--- config.mk ---
export PLATFORM = sky130hd
export DESIGN_NAME = bcd_addsub_calc
export DESIGN_NICKNAME = d
export VERILOG_FILES = /design/src/rtl/bcd_addsub_calc.sv
export SDC_FILE = /design/constraint.sdc
export NUM_CORES = 1
export LEC_CHECK = 0
export CAP_MARGIN = 20
export CORE_MARGIN = 1
export CORE_UTILIZATION = 38
export DETAILED_ROUTE_END_ITERATION = 10
export MAX_ROUTING_LAYER = met4
export SLEW_MARGIN = 20
export SYNTH_ARGS = -nofsm -noshare
export SYNTH_HDL_FRONTEND = slang
export SYNTH_SLANG_ARGS = --single-unit
--- constraint.sdc ---
create_clock -name clk -period 10.2 [get_ports clk]
set_input_delay 2.55 -clock clk [delete_from_list [all_inputs] [get_ports clk]]
set_output_delay 2.55 -clock clk [all_outputs]
set_load 0.01 [all_outputs]
--- src/rtl/bcd_addsub_calc.sv ---
// Multi-digit BCD adder/subtractor with button editing and a multiplexed
// common-anode 7-segment scanner. Arithmetic is digit-serial, LSD first.
module bcd_addsub_calc #(
  parameter int unsigned DIGITS   = 2,
  parameter int unsigned SCAN_DIV = 4,
  localparam int unsigned CW      = (DIGITS > 1) ? $clog2(DIGITS) : 1
) (
  input  logic                    clk,
  input  logic                    reset,
  input  logic                    btn_inc_a,
  input  logic                    btn_inc_b,
  input  logic                    btn_next,
  input  logic                    mode_select,
  input  logic                    btn_equals,
  input  logic [1:0]              view,
  output logic                    busy,
  output logic                    done,
  output logic [4*(DIGITS+1)-1:0] result_bcd,
  output logic                    result_neg,
  output logic [CW-1:0]           cursor,
  output logic [DIGITS+1:0]       anode,
  output logic [6:0]              seg7
);

  localparam int unsigned OW = 4 * DIGITS;
  localparam int unsigned RW = 4 * (DIGITS + 1);
  localparam int unsigned PW = $clog2(DIGITS + 2);
  localparam int unsigned SW = (SCAN_DIV > 1) ? $clog2(SCAN_DIV) : 1;

  typedef enum logic [2:0] {StIdle, StCalc, StFin, StNeg, StDone} state_e;

  state_e        state_q, state_d;
  logic [OW-1:0] a_q, a_d, b_q, b_d;
  logic [OW-1:0] opa_q, opa_d, opb_q, opb_d, acc_q, acc_d;
  logic [CW-1:0] cursor_q, cursor_d, cnt_q, cnt_d;
  logic          carry_q, carry_d, sub_q, sub_d;
  logic [RW-1:0] res_q, res_d;
  logic          neg_q, neg_d;
  logic          inc_a_q, inc_b_q, next_q, eq_q;
  logic          inc_a_e, inc_b_e, next_e, eq_e;
  logic [SW-1:0] scan_q;
  logic [PW-1:0] pos_q;
  logic [4:0]    sum;
  logic [3:0]    bop;

  // Returns {carry_out, digit} for a single decimal digit sum.
  function automatic logic [4:0] digit_add(input logic [3:0] x, input logic [3:0] y,
                                           input logic c);
    logic [4:0] s;
    s = {1'b0, x} + {1'b0, y} + {4'b0000, c};
    if (s > 5'd9) return {1'b1, 4'(s - 5'd10)};
    return {1'b0, s[3:0]};
  endfunction

  function automatic logic [3:0] inc_digit(input logic [3:0] d);
    return (d >= 4'd9) ? 4'd0 : d + 4'd1;
  endfunction

  assign inc_a_e = btn_inc_a & ~inc_a_q;
  assign inc_b_e = btn_inc_b & ~inc_b_q;
  assign next_e  = btn_next & ~next_q;
  assign eq_e    = btn_equals & ~eq_q;

  always_ff @(posedge clk) begin
    if (reset) begin
      state_q  <= StIdle;
      a_q      <= '0;
      b_q      <= '0;
      opa_q    <= '0;
      opb_q    <= '0;
      acc_q    <= '0;
      cursor_q <= '0;
      cnt_q    <= '0;
      carry_q  <= 1'b0;
      sub_q    <= 1'b0;
      res_q    <= '0;
      neg_q    <= 1'b0;
      inc_a_q  <= 1'b0;
      inc_b_q  <= 1'b0;
      next_q   <= 1'b0;
      eq_q     <= 1'b0;
    end else begin
      state_q  <= state_d;
      a_q      <= a_d;
      b_q      <= b_d;
      opa_q    <= opa_d;
      opb_q    <= opb_d;
      acc_q    <= acc_d;
      cursor_q <= cursor_d;
      cnt_q    <= cnt_d;
      carry_q  <= carry_d;
      sub_q    <= sub_d;
      res_q    <= res_d;
      neg_q    <= neg_d;
      inc_a_q  <= btn_inc_a;
      inc_b_q  <= btn_inc_b;
      next_q   <= btn_next;
      eq_q     <= btn_equals;
    end
  end

  always_comb begin
    state_d  = state_q;
    a_d      = a_q;
    b_d      = b_q;
    opa_d    = opa_q;
    opb_d    = opb_q;
    acc_d    = acc_q;
    cursor_d = cursor_q;
    cnt_d    = cnt_q;
    carry_d  = carry_q;
    sub_d    = sub_q;
    res_d    = res_q;
    neg_d    = neg_q;
    sum      = '0;
    bop      = '0;
    unique case (state_q)
      StIdle: begin
        // Increments address the digit under the cursor before it advances.
        for (int i = 0; i < DIGITS; i++) begin
          if (cursor_q == CW'(i)) begin
            if (inc_a_e) a_d[4*i +: 4] = inc_digit(a_q[4*i +: 4]);
            if (inc_b_e) b_d[4*i +: 4] = inc_digit(b_q[4*i +: 4]);
          end
        end
        if (next_e) cursor_d = (cursor_q == CW'(DIGITS - 1)) ? '0 : cursor_q + 1'b1;
        if (eq_e) begin
          opa_d   = a_q;
          opb_d   = b_q;
          sub_d   = mode_select;
          carry_d = mode_select;
          cnt_d   = '0;
          state_d = StCalc;
        end
      end
      StCalc: begin
        bop   = sub_q ? 4'd9 - opb_q[3:0] : opb_q[3:0];
        sum   = digit_add(opa_q[3:0], bop, carry_q);
        opa_d = opa_q >> 4;
        opb_d = opb_q >> 4;
        acc_d = acc_q >> 4;
        acc_d[OW-4 +: 4] = sum[3:0];
        carry_d = sum[4];
        cnt_d   = cnt_q + 1'b1;
        if (cnt_q == CW'(DIGITS - 1)) state_d = StFin;
      end
      StFin: begin
        if (!sub_q || carry_q) begin
          res_d   = {3'b000, carry_q & ~sub_q, acc_q};
          neg_d   = 1'b0;
          state_d = StDone;
        end else begin
          // A < B: ten's-complement the intermediate to get the magnitude.
          carry_d = 1'b1;
          cnt_d   = '0;
          state_d = StNeg;
        end
      end
      StNeg: begin
        sum   = digit_add(4'd9 - acc_q[3:0], 4'd0, carry_q);
        acc_d = acc_q >> 4;
        acc_d[OW-4 +: 4] = sum[3:0];
        carry_d = sum[4];
        cnt_d   = cnt_q + 1'b1;
        if (cnt_q == CW'(DIGITS - 1)) begin
          res_d   = {4'b0000, acc_d};
          neg_d   = 1'b1;
          state_d = StDone;
        end
      end
      StDone:  state_d = StIdle;
      default: state_d = StIdle;
    endcase
  end

  assign busy       = (state_q == StCalc) || (state_q == StFin) || (state_q == StNeg);
  assign done       = (state_q == StDone);
  assign result_bcd = res_q;
  assign result_neg = neg_q;
  assign cursor     = cursor_q;

  always_ff @(posedge clk) begin
    if (reset) begin
      scan_q <= '0;
      pos_q  <= '0;
    end else if (scan_q == SW'(SCAN_DIV - 1)) begin
      scan_q <= '0;
      pos_q  <= (pos_q == PW'(DIGITS + 1)) ? '0 : pos_q + 1'b1;
    end else begin
      scan_q <= scan_q + 1'b1;
    end
  end

  logic [RW-1:0] shown;
  logic [3:0]    code;

  // code 4'hA is the minus sign, 4'hF is blank.
  always_comb begin
    anode = '0;
    for (int i = 0; i < DIGITS + 2; i++) anode[i] = (pos_q == PW'(i));
    shown = view[1] ? res_q : RW'(view[0] ? b_q : a_q);
    code  = 4'hF;
    for (int i = 0; i <= DIGITS; i++) begin
      if (pos_q == PW'(i) && (view[1] || i < DIGITS)) code = shown[4*i +: 4];
    end
    if (pos_q == PW'(DIGITS + 1) && view[1] && neg_q) code = 4'hA;
    case (code)
      4'd0:    seg7 = 7'b1111110;
      4'd1:    seg7 = 7'b0110000;
      4'd2:    seg7 = 7'b1101101;
      4'd3:    seg7 = 7'b1111001;
      4'd4:    seg7 = 7'b0110011;
      4'd5:    seg7 = 7'b1011011;
      4'd6:    seg7 = 7'b1011111;
      4'd7:    seg7 = 7'b1110000;
      4'd8:    seg7 = 7'b1111111;
      4'd9:    seg7 = 7'b1111011;
      4'hA:    seg7 = 7'b0000001;
      default: seg7 = 7'b0000000;
    endcase
  end

endmodule

==> metrics.txt <==
P&R area growth vs syn 14.8%; Crit path arrival time 5.71 ns; initial cell density of the core 0.389; Post-Syn Area 4000 µm²; initial drt markers 158; Overflow after GRT 0; CP Capture Type output port; Crit path required time 7.65 ns; Die ar. 10900 µm²; flops & latches, synth 65; Critical Path Start Type primary input; Peak Freq 121 MHz; CP Cell Sequence clkdlybuf4s50_1 > mux2_2 > mux2i_1 > a2bb2oi_1 > nor2_1 > inv_1 > ha_1 > or4_1 > nand3_1 > clkdlybuf4s50_1; Die Y-Extent 105 µm; Worst Path Buf+Inv 3; cts hold-fix bufs 0; crit-path leading delay family buffers and inverters; CP most frequent cell clkdlybuf4s50_1; Setup Fix Bufs, Post-CTS 0; Total Nets Final 545; clk slew on worst S/H paths 0.07 ns; EDFF count, synth 0; Slew headroom 0.484; Clock Tree Root clkbuf_8; P_leak 1.78 nW; Tcrit/Tclk final 0.810; largest net degree at the start of global routing 43; row cnt 37; outcome complete, no violations; IO buf count 32; ys flop type dfxtp_1; Power Total 0.000694 W; clk_lat worst skew 0.34 ns; wire per inst 14.4 µm; initial antenna violation count 0; r2r setup slk 7.14 ns; Max clock buf depth 2; post-route setup slack 1.94 ns; die extent in x 105 µm; crit-path max cell delay 0.73 ns; critical path type in2out; detailed-route via count 3366; gate count of the mapped netlist 476; layout cells sized above 1 0.0812; Synth async-reset ratio 0; Power Density 151 nW/µm²; Ant. Diodes 0; routability cong. 0.800; Hold Vio Cnt, Final 0; first-pass GRT wire length 15700 µm; core area 10300 µm²; unrepaired setup endpoints after global routing false; PostCTS Resize Cnt 0; via/cell ratio 5.25; Final Setup Violations 0; CTS tree built; # IOs 36; vias in the first global route 3103; HPWL Detailed 6940 µm; number of routed nets with antenna violations 0; max-slew violation count 0; First-pass DRT Iterations 5; worst-margin pin slew 0.768 ns; clk sinks 65; Max VDD drop 0.0538 mV; max_cap viols 0; total global routing track utilization 0.184; Ys Warns 0; syn_area_per_cell 8.41 µm²; minimum clock period 8.26 ns; Hold Path Class reg2reg; setup_tns 0 ns; Slowest-stage cell, CP clkdlybuf4s50_1; Worst Path Max Fanout 8; Cell variety after synth 71; H-tree depth 3; CTS Buf Count 9; Post-Place Worst Slack 1.96 ns; post-synthesis sequential area ratio 0.325; Fin Clk Skew 0.00744 ns; final WL 9240 µm; DRC 0
-- stage by stage --
step	instance area, µm²	hold WS (ns)	std cells	utilization
after floorplan	4010	0.404	478	-
after global placement	4380	0.415	625	0.426
after detailed placement	4380	0.419	625	0.426
after CTS	4590	0.431	641	0.447
after global routing	4590	0.455	641	0.447
final	4590	0.434	641	0.447
-- layer usage --
layer / GRT usage / vias up / share of wire
met5: - / - / 0
met1: 0.250 / 1554 / 0.49
li1: - / 1717 / -
met3: 0.0299 / 9 / 0.042
met4: 0.0563 / 0 / 0.0091
met2: 0.281 / 86 / 0.45
-- worst reg2reg max path: cells and delay by family (launching register included) --
family,cells,cell delay (ns)
xor gates and xnor gates,2,0.46
DFF,1,0.45
and+or+nand+nor,1,0.07
adders and majority gates,3,0.88
AOI/OAI and AO/OA,4,0.94
buffers and inverters,2,0.16
-- cells in the final DEF (no fill, tap or decap), types with 7 or more instances in the layout --
cell / n
dfxtp_1: 65
o21ai_0: 12
clkdlybuf4s50_1: 32
nor2b_1: 7
nor2_1: 57
mux2i_1: 14
xnor2_1: 7
nand3_1: 11
ha_1: 34
a22oi_1: 7
nand2_1: 64
a21oi_1: 29
inv_1: 33
clkbuf_8: 9
-- layout make-up --
class                      count  area (µm²)
clock buffer                  11         131
clock inverter                 5        80.1
fill                        1027        5680
multi-input combinational    358        2460
timing repair buffer          33         328
sequential                    65        1300
inverter                      33         124
tap                          136         170
-- sequential cells by signal, summed over array words and instances (netlist names), 2 cells and up --
signal      cells
result_bcd      9
a_q             8
acc_q           8
b_q             8
opa_q           8
opb_q           8
state_q         3
pos_q           2
scan_q          2
-- cell families after synthesis --
logic type | synth area share
mux | 0.0463
xor+xnor | 0.0366
fa+ha+maj | 0.116
flops | 0.325
other cells | 0.000937
buf+inv | 0.0619
simple gates | 0.224
compound gates | 0.189
-- worst paths after layout --
kind                              from                     to  cells after the start
hold reg to reg   scan_q[0]$_SDFF_PP0_   scan_q[0]$_SDFF_PP0_                      1
setup reg to reg    sub_q$_SDFFE_PP0P_  acc_q[6]$_SDFFE_PP0N_                     12
setup / recovery               view[0]                seg7[0]                     10
hold / removal    scan_q[0]$_SDFF_PP0_   scan_q[0]$_SDFF_PP0_                      1
-- synth_stat cells, types with 4 or more instances --
library cell  count  area share
nand2_1          64       0.060
mux2_2            4       0.011
nor2b_1           7       0.011
mux2i_1          14       0.035
ha_1             34        0.11
xor2_1            6       0.013
a41oi_1           4      0.0088
nand3_1          11       0.014
clkbuf_1         10      0.0094
a21oi_1          29       0.036
buf_4             6       0.011
inv_1            33       0.031
a311oi_1          5       0.011
xnor2_1           7       0.015
a22oi_1           7       0.013
nand2b_1          6      0.0094
o21ai_0          12       0.015
a211oi_1          5      0.0094
nor2_1           57       0.053
dfxtp_1          65        0.33
nor3_1            6      0.0075
-- power by group --
part | internal (W) | switching, W | total [W]
Combinational | 0.0000797 | 0.0000929 | 0.000173
Sequential | 0.000266 | 0.0000163 | 0.000282
Clock | 0.000137 | 0.000101 | 0.000239
Total | 0.000483 | 0.000210 | 0.000694
(Power assumes the default switching activity.)
